<file path="src/rtl/dz_tx_scanner.sv">
// DZ11 transmit line scanner: round-robin search of the 8 transmit lines for one
// that is enabled in TCR with an empty UART, then holds it as CSR[TLINE]/CSR[TRDY].
module dz_tx_scanner #(
  parameter int SCANDIV = 4
) (
  input  logic       clk,
  input  logic       rst,
  input  logic       csrMSE,
  input  logic [7:0] tcrLIN,
  input  logic [7:0] uartTXEMPTY,
  input  logic       tdrWRITE,
  input  logic       devLOBYTE,
  output logic       csrTRDY,
  output logic [2:0] csrTLINE,
  output logic       trdySET
);

  localparam int DIVW = (SCANDIV > 1) ? $clog2(SCANDIV) : 1;
  localparam logic [DIVW-1:0] DIV_LAST = DIVW'(SCANDIV - 1);
  localparam logic [DIVW-1:0] DIV_ONE  = DIVW'(1);
  localparam logic [DIVW-1:0] DIV_ZERO = DIVW'(0);

  typedef enum logic [1:0] {
    IDLE  = 2'd0,
    SCAN  = 2'd1,
    READY = 2'd2,
    HOLD  = 2'd3
  } state_t;

  state_t          state_r, state_s;
  logic [2:0]      ptr_r, ptr_s;
  logic [DIVW-1:0] div_r, div_s;
  logic            hold_r, hold_s;
  logic            trdy_r, trdy_s;
  logic [2:0]      tline_r, tline_s;
  logic            set_r, set_s;
  logic            elig_s;

  assign elig_s = csrMSE & tcrLIN[ptr_r] & uartTXEMPTY[ptr_r];

  // Next-state and next-output decode; dropping MSE overrides every state.
  always_comb begin
    state_s = state_r;
    ptr_s   = ptr_r;
    div_s   = div_r;
    hold_s  = hold_r;
    trdy_s  = trdy_r;
    tline_s = tline_r;
    set_s   = 1'b0;
    if (!csrMSE) begin
      state_s = IDLE;
      ptr_s   = 3'd0;
      div_s   = DIV_ZERO;
      hold_s  = 1'b0;
      trdy_s  = 1'b0;
    end else begin
      case (state_r)
        IDLE: begin
          state_s = SCAN;
          div_s   = DIV_ZERO;
        end
        SCAN: begin
          if (div_r == DIV_LAST) begin
            div_s = DIV_ZERO;
            if (elig_s) begin
              tline_s = ptr_r;
              trdy_s  = 1'b1;
              set_s   = 1'b1;
              state_s = READY;
            end else begin
              ptr_s = ptr_r + 3'd1;
            end
          end else begin
            div_s = div_r + DIV_ONE;
          end
        end
        READY: begin
          // A load beats a simultaneous TCR withdrawal.
          if (tdrWRITE && devLOBYTE) begin
            trdy_s  = 1'b0;
            ptr_s   = tline_r + 3'd1;
            hold_s  = 1'b0;
            state_s = HOLD;
          end else if (!tcrLIN[tline_r]) begin
            trdy_s  = 1'b0;
            ptr_s   = tline_r + 3'd1;
            div_s   = DIV_ZERO;
            state_s = SCAN;
          end else begin
            state_s = READY;
          end
        end
        HOLD: begin
          // Two cycles let the loaded UART drop txempty before it is rescanned.
          if (hold_r) begin
            hold_s  = 1'b0;
            div_s   = DIV_ZERO;
            state_s = SCAN;
          end else begin
            hold_s = 1'b1;
          end
        end
        default: begin
          state_s = IDLE;
          ptr_s   = 3'd0;
          div_s   = DIV_ZERO;
          hold_s  = 1'b0;
          trdy_s  = 1'b0;
        end
      endcase
    end
  end

  // State and output registers with synchronous reset.
  always_ff @(posedge clk) begin
    if (rst) begin
      state_r <= IDLE;
      ptr_r   <= 3'd0;
      div_r   <= DIV_ZERO;
      hold_r  <= 1'b0;
      trdy_r  <= 1'b0;
      tline_r <= 3'd0;
      set_r   <= 1'b0;
    end else begin
      state_r <= state_s;
      ptr_r   <= ptr_s;
      div_r   <= div_s;
      hold_r  <= hold_s;
      trdy_r  <= trdy_s;
      tline_r <= tline_s;
      set_r   <= set_s;
    end
  end

  assign csrTRDY  = trdy_r;
  assign csrTLINE = tline_r;
  assign trdySET  = set_r;

endmodule

</file>
<file path="config.mk">
export PLATFORM = sky130hd
export DESIGN_NAME = dz_tx_scanner
export DESIGN_NICKNAME = d
export VERILOG_FILES = /design/src/rtl/dz_tx_scanner.sv
export SDC_FILE = /design/constraint.sdc
export NUM_CORES = 1
export LEC_CHECK = 0
export BUFFER_PORTS_ARGS = -buffer_cell sky130_fd_sc_hd__clkbuf_2
export CORE_AREA = 2 2 44 46
export CTS_CLUSTER_SIZE = 14
export DETAILED_ROUTE_END_ITERATION = 10
export DIE_AREA = 0 0 46 48
export HOLD_SLACK_MARGIN = 0.05
export PLACE_DENSITY = 0.87
export SYNTH_ARGS = -nofsm -noshare
export SYNTH_HDL_FRONTEND = slang
export SYNTH_SLANG_ARGS = --single-unit
</file>
<file path="constraint.sdc">
create_clock -name clk -period 3.4 [get_ports clk]
set_input_delay 0.68 -clock clk [delete_from_list [all_inputs] [get_ports clk]]
set_output_delay 0.68 -clock clk [all_outputs]
set_load 0.02 [all_outputs]
</file>
# == After elaboration in Yosys (flattened, before gate mapping) ==
# Cells that the tools add are included.
# classes
addsub,3
n_mul,0
n_div,0
n_lt_le_gt_ge,2
n_eq_ne,12
shift,0
mux,31
bitwise_logic,5
reduce_logical,12
# ops
op,count
2-bit 2-to-1 mux,9
2-bit one-hot mux with 4 select lines,2
"2-bit != test, second input constant",7
3-bit 2-to-1 mux,4
4-bit AND reduction,3
1-bit 2-to-1 mux,10
1-bit binary-select mux with 3-bit select,3
"3-bit by 4-bit less-than comparator with 1-bit output, second input constant",2
"3-bit by 1-bit adder with 3-bit output, second input constant",2
"2-bit == test, second input constant",3
3-bit one-hot mux with 2 select lines,1
3-bit AND reduction,2
1-bit one-hot mux with 2 select lines,2
2-bit nonzero test,2
4-bit OR reduction,1
"3-bit != test, second input constant",1
1-bit NOT,3
"2-bit by 1-bit adder with 2-bit output, second input constant",1
1-bit AND,2
"2-bit by 1-bit == test with 1-bit output, second input constant",1
2-bit logical NOT,1
2-bit AND reduction,1
2-bit OR reduction,1
1-bit logical AND,1
# word_totals
reg_bits,13
latch_bits,0
ramBits,0
romBits,0
word_cells,72
n_memories,0

# == Longest topological paths before layout ==
# depth
depth_word,7
ltp_mapped,10
depth_no_buf,9

# == Worst setup path after synthesis ==
# OpenSTA, ideal clock, no wires.
# synth_path
kind,input port to flip-flop
from,in tcrLIN[1]
to,reg state_r[0]
arrival_time_ps,2118
slack_ps,1211
path_stages,6
cell_sequence,nand2_1 mux4_1 o22ai_4 a21oi_2 or4_1 a21oi_1
# synth_via
elab_chain_len,6
elab_cells_between_ends,11
classes_between,eq/ne: 1; mux: 7; bitwise: 2; reduce/logical: 1
# synth_rtl
item,line_no,source
from (decl),9,"input logic [7:0] tcrLIN,"
1-bit binary-select mux with 3-bit select,39,assign elig_s = csrMSE & tcrLIN[ptr_r] & uartTXEMPTY[ptr_r];
1-bit 2-to-1 mux (not written as such),39,
1-bit AND (2 in a row),39,
2-bit != test (no source line),-,
3-bit AND reduction (no source line),-,
to (signal assigned),125,state_r <= state_s;
to (decl),30,"state_t state_r, state_s;"
# Parallel ways exist; a longest one is shown, timed or not. The select of a mux whose other input is x is not followed.
# A chain may end at the register's enable or synchronous reset.

# == Worst setup path in the final report ==
# layout_path
from,reg tline_r[0] (netlist: csrTLINE[0])
to,reg ptr_r[0]
# layout_via
elab_chain_len,4
elab_cells_between_ends,8
classes_between,add/sub: 1; eq/ne: 1; mux: 5; reduce/logical: 1
# layout_rtl
item,line_no,source
from (decl),35,"logic [2:0] tline_r, tline_s;"
from (signal assigned),130,tline_r <= tline_s;
3-bit by 1-bit adder with 3-bit output or 1-bit binary-select mux with 3-bit select (tied branches),"81, 86, 84",
3-bit 2-to-1 mux or 1-bit 2-to-1 mux (tied branches),84,end else if (!tcrLIN[tline_r]) begin
3-bit 2-to-1 mux or 3-bit != test (tied branches),-,
3-bit one-hot mux with 2 select lines or 4-bit AND reduction (tied branches),-,
to (signal assigned),126,ptr_r <= ptr_s;
to (decl),31,"logic [2:0] ptr_r, ptr_s;"
# Parallel ways exist; a longest one is shown, timed or not. The select of a mux whose other input is x is not followed.

==> impl_metrics.env <==
export IMPL_outcome="finished, final reports clean"
export IMPL_crit_fanout=5
export IMPL_r2r_end="ptr_r[0]"
export IMPL_gp_congestion=0.952
export IMPL_clkSlewWorstSetupHoldPaths_ns=0.08
export IMPL_p_seq_frac=0.533
export IMPL_overflow=0
export IMPL_yosysTopAreaCell="dfxtp_1"
export IMPL_avgRoutedWirePerCell_um=12.7
export IMPL_synth_area_leaders="dfxtp_1, mux2i_1, mux4_2, ha_1, nand2_1"
export IMPL_grt_usage=0.205
export IMPL_vdd_drop_max_mv=0.215
export IMPL_cts_htree_levels=1
export IMPL_worst_pin_slew_ns=0.404
export IMPL_core_um2=1690
export IMPL_rsz0062_at_grt="false"
export IMPL_power_switching_mw=0.0706
export IMPL_slew_headroom=0.731
export IMPL_critPathLaunch="csrTLINE[0]"
export IMPL_synthFlopType="dfxtp_1"
export IMPL_cts_buffers=3
export IMPL_end_kind="register"
export IMPL_synth_edff_count=0
export IMPL_clockPowerShare=0.323
export IMPL_postLayoutCoreUtil=0.606
export IMPL_internal_power_mw=0.221
export IMPL_crit_chain="mux4_2 -> mux2i_1 -> nor2_1 -> a211oi_2 -> mux2i_1 -> nor2b_1"
export IMPL_num_io_pins=26
export IMPL_area_delta_synth_final_pct=19.2
export IMPL_first_pass_iters=4
export IMPL_slowest_delay_ns=0.53
export IMPL_grt_pass1_vias=795
export IMPL_multiInputGateArea_um2=564
export IMPL_yosysSeqAreaShare=0.303
export IMPL_drc=0
export IMPL_crit_top_cell="mux2i_1"
export IMPL_syn_area_per_cell_um2=8.67
export IMPL_num_vias=821
export IMPL_leakagePower_nw=0.433
export IMPL_synthDistinctLibCells=31
export IMPL_syn_area_um2=858
export IMPL_max_freq_ghz=0.471
export IMPL_start_util=0.508
export IMPL_whs_path_depth=2
export IMPL_clk_latency_ns=0.28
export IMPL_worst_setup_path_start_kind="register"
export IMPL_layout_common_cells="clkbuf_2, nand2_1, dfxtp_1, nor2_1"
export IMPL_rr_worst_depth=6
export IMPL_antenna_found_initial=0
export IMPL_die_h_um=48
export IMPL_port_buffer_count=25
export IMPL_critPathSlowestCell="mux4_2"
export IMPL_final_common_cell="clkbuf_2"
export IMPL_worst_r2r_setup_slack_ns=1.28
export IMPL_setup_tns_ns=0
export IMPL_dieArea_um2=2210
export IMPL_diodes=0
export IMPL_ys_warn_count=0
export IMPL_p_sw_frac=0.242
export IMPL_drt_iter0_drc=19
export IMPL_synth_seq_cells=13
export IMPL_ant_nets=0
export IMPL_cp_arrival_ns=2.33
export IMPL_finClkSkew_ns=0.00305
export IMPL_hp_class="register to register"
export IMPL_post_cts_buffers=0
export IMPL_clock_sinks=13
export IMPL_postCtsHoldBufs=0
export IMPL_fin_nets=153
export IMPL_async_reset_ff_frac=0
export IMPL_rows=15
export IMPL_finalCritPeriodShare=0.625
export IMPL_vias_per_cell=5.74
export IMPL_syn_inst=99
export IMPL_min_period_ns=2.12
export IMPL_path_class="register to register"
export IMPL_dp_hpwl_mm=1.48
export IMPL_power_density_nw_per_um2=285
export IMPL_timing_rr_start="csrTLINE[0]"
export IMPL_grt_pass1_wl_mm=3.20
export IMPL_endpoint="ptr_r[0]"
export IMPL_syn_nets=125
export IMPL_hold_viol_final=0
export IMPL_final_layout_size_suffix_gt1_frac=0.286
export IMPL_wirelength_mm=1.82
export IMPL_max_cap_violations=0
export IMPL_dieWidth_um=46
export IMPL_cts_resized=0
export IMPL_grt_max_degree=11
export IMPL_p_comb_frac=0.144
export IMPL_filler_cell_count=159
export IMPL_drv_slew=0
export IMPL_setup_viol=0
export IMPL_synth_top_area_share=0.303
export IMPL_regArea_um2=260
export IMPL_worstPathRequired_ns=3.61
export IMPL_cts_tree="built"
export IMPL_clk_path_buf_depth=2
export IMPL_cts_root_buf="clkbuf_4"
[registers in the layout, summed over array words and instances, names as in the netlist]
name,flops
hold_r,1
csrTLINE,3
state_r,2
trdySET,1
ptr_r,3
csrTRDY,1
div_r,2
[how the worst min path moves through the flow]
stage              from  endpoint  slack (ns)
4_1_cts        div_r[1]  div_r[1]        0.47
5_1_grt        div_r[1]  div_r[1]        0.48
6_report       div_r[1]  div_r[1]        0.47
3_3_place_gp   div_r[1]  div_r[1]        0.45
3_5_place_dp   div_r[1]  div_r[1]        0.45
2_1_floorplan  div_r[1]  div_r[1]        0.44
[through the flow]
stage	hold WS (ns)	worst slack, ns	power, mW	area, um^2	cells
floorplan	0.436	1.21	0.183	858	99
global placement	0.447	1.05	0.199	997	139
detailed placement	0.453	1.01	0.201	997	139
CTS	0.466	1.27	0.294	1020	143
global route	0.482	1.13	0.309	1020	143
finish	0.470	1.28	0.292	1020	143
[critical path, delay by kind of cell, from the launching register on]
family	cells	cell delay, ns
AO/OA/AOI/OAI	1	0.31
flip-flops	1	0.44
multiplexers	3	1.02
AND/OR/NAND/NOR	2	0.27
[cells in the mapped netlist (2+ instances only)]
master	n
a21oi_1	5
nand2_1	16
inv_1	6
mux2i_1	7
mux4_2	3
nand2b_1	4
o21ai_0	7
ha_1	5
nor2_1	10
a31oi_1	2
clkbuf_1	2
dfxtp_1	13
[kinds of logic after synthesis]
group	after synthesis	share of synthesized area
adder cells (fa/ha/maj)	5	0.0729
AND/OR/NAND/NOR	39	0.211
flip-flops	13	0.303
buffers and inverters	9	0.0394
AO/OA/AOI/OAI	21	0.169
multiplexers	12	0.204
[power groups by stage]
stage	clock (mW)	combinational [mW]	sequential (mW)
3_3_place_gp	0	0.0403	0.159
4_1_cts	0.0966	0.0421	0.155
3_5_place_dp	0	0.0419	0.159
2_1_floorplan	0	0.0248	0.159
5_1_grt	0.106	0.0469	0.156
6_report	0.0942	0.0420	0.155
[routing by layer]
layer  track usage  up-vias  wire length [um]
met5             0        -                 0
met4        0.0857        0                27
met3        0.0642        5                83
met2         0.403       28               955
met1         0.195      380               755
li1              -      408                 -
[layout make-up]
cell class                      instances  share of cell area
Clock buffer                            4              0.0257
Inverter                                7              0.0257
Multi-Input combinational cell         77               0.551
Sequential cell                        13               0.254
Tap cell                               17              0.0208
Timing Repair Buffer                   25               0.122
Note: power is estimated with default switching activity, not from simulation.
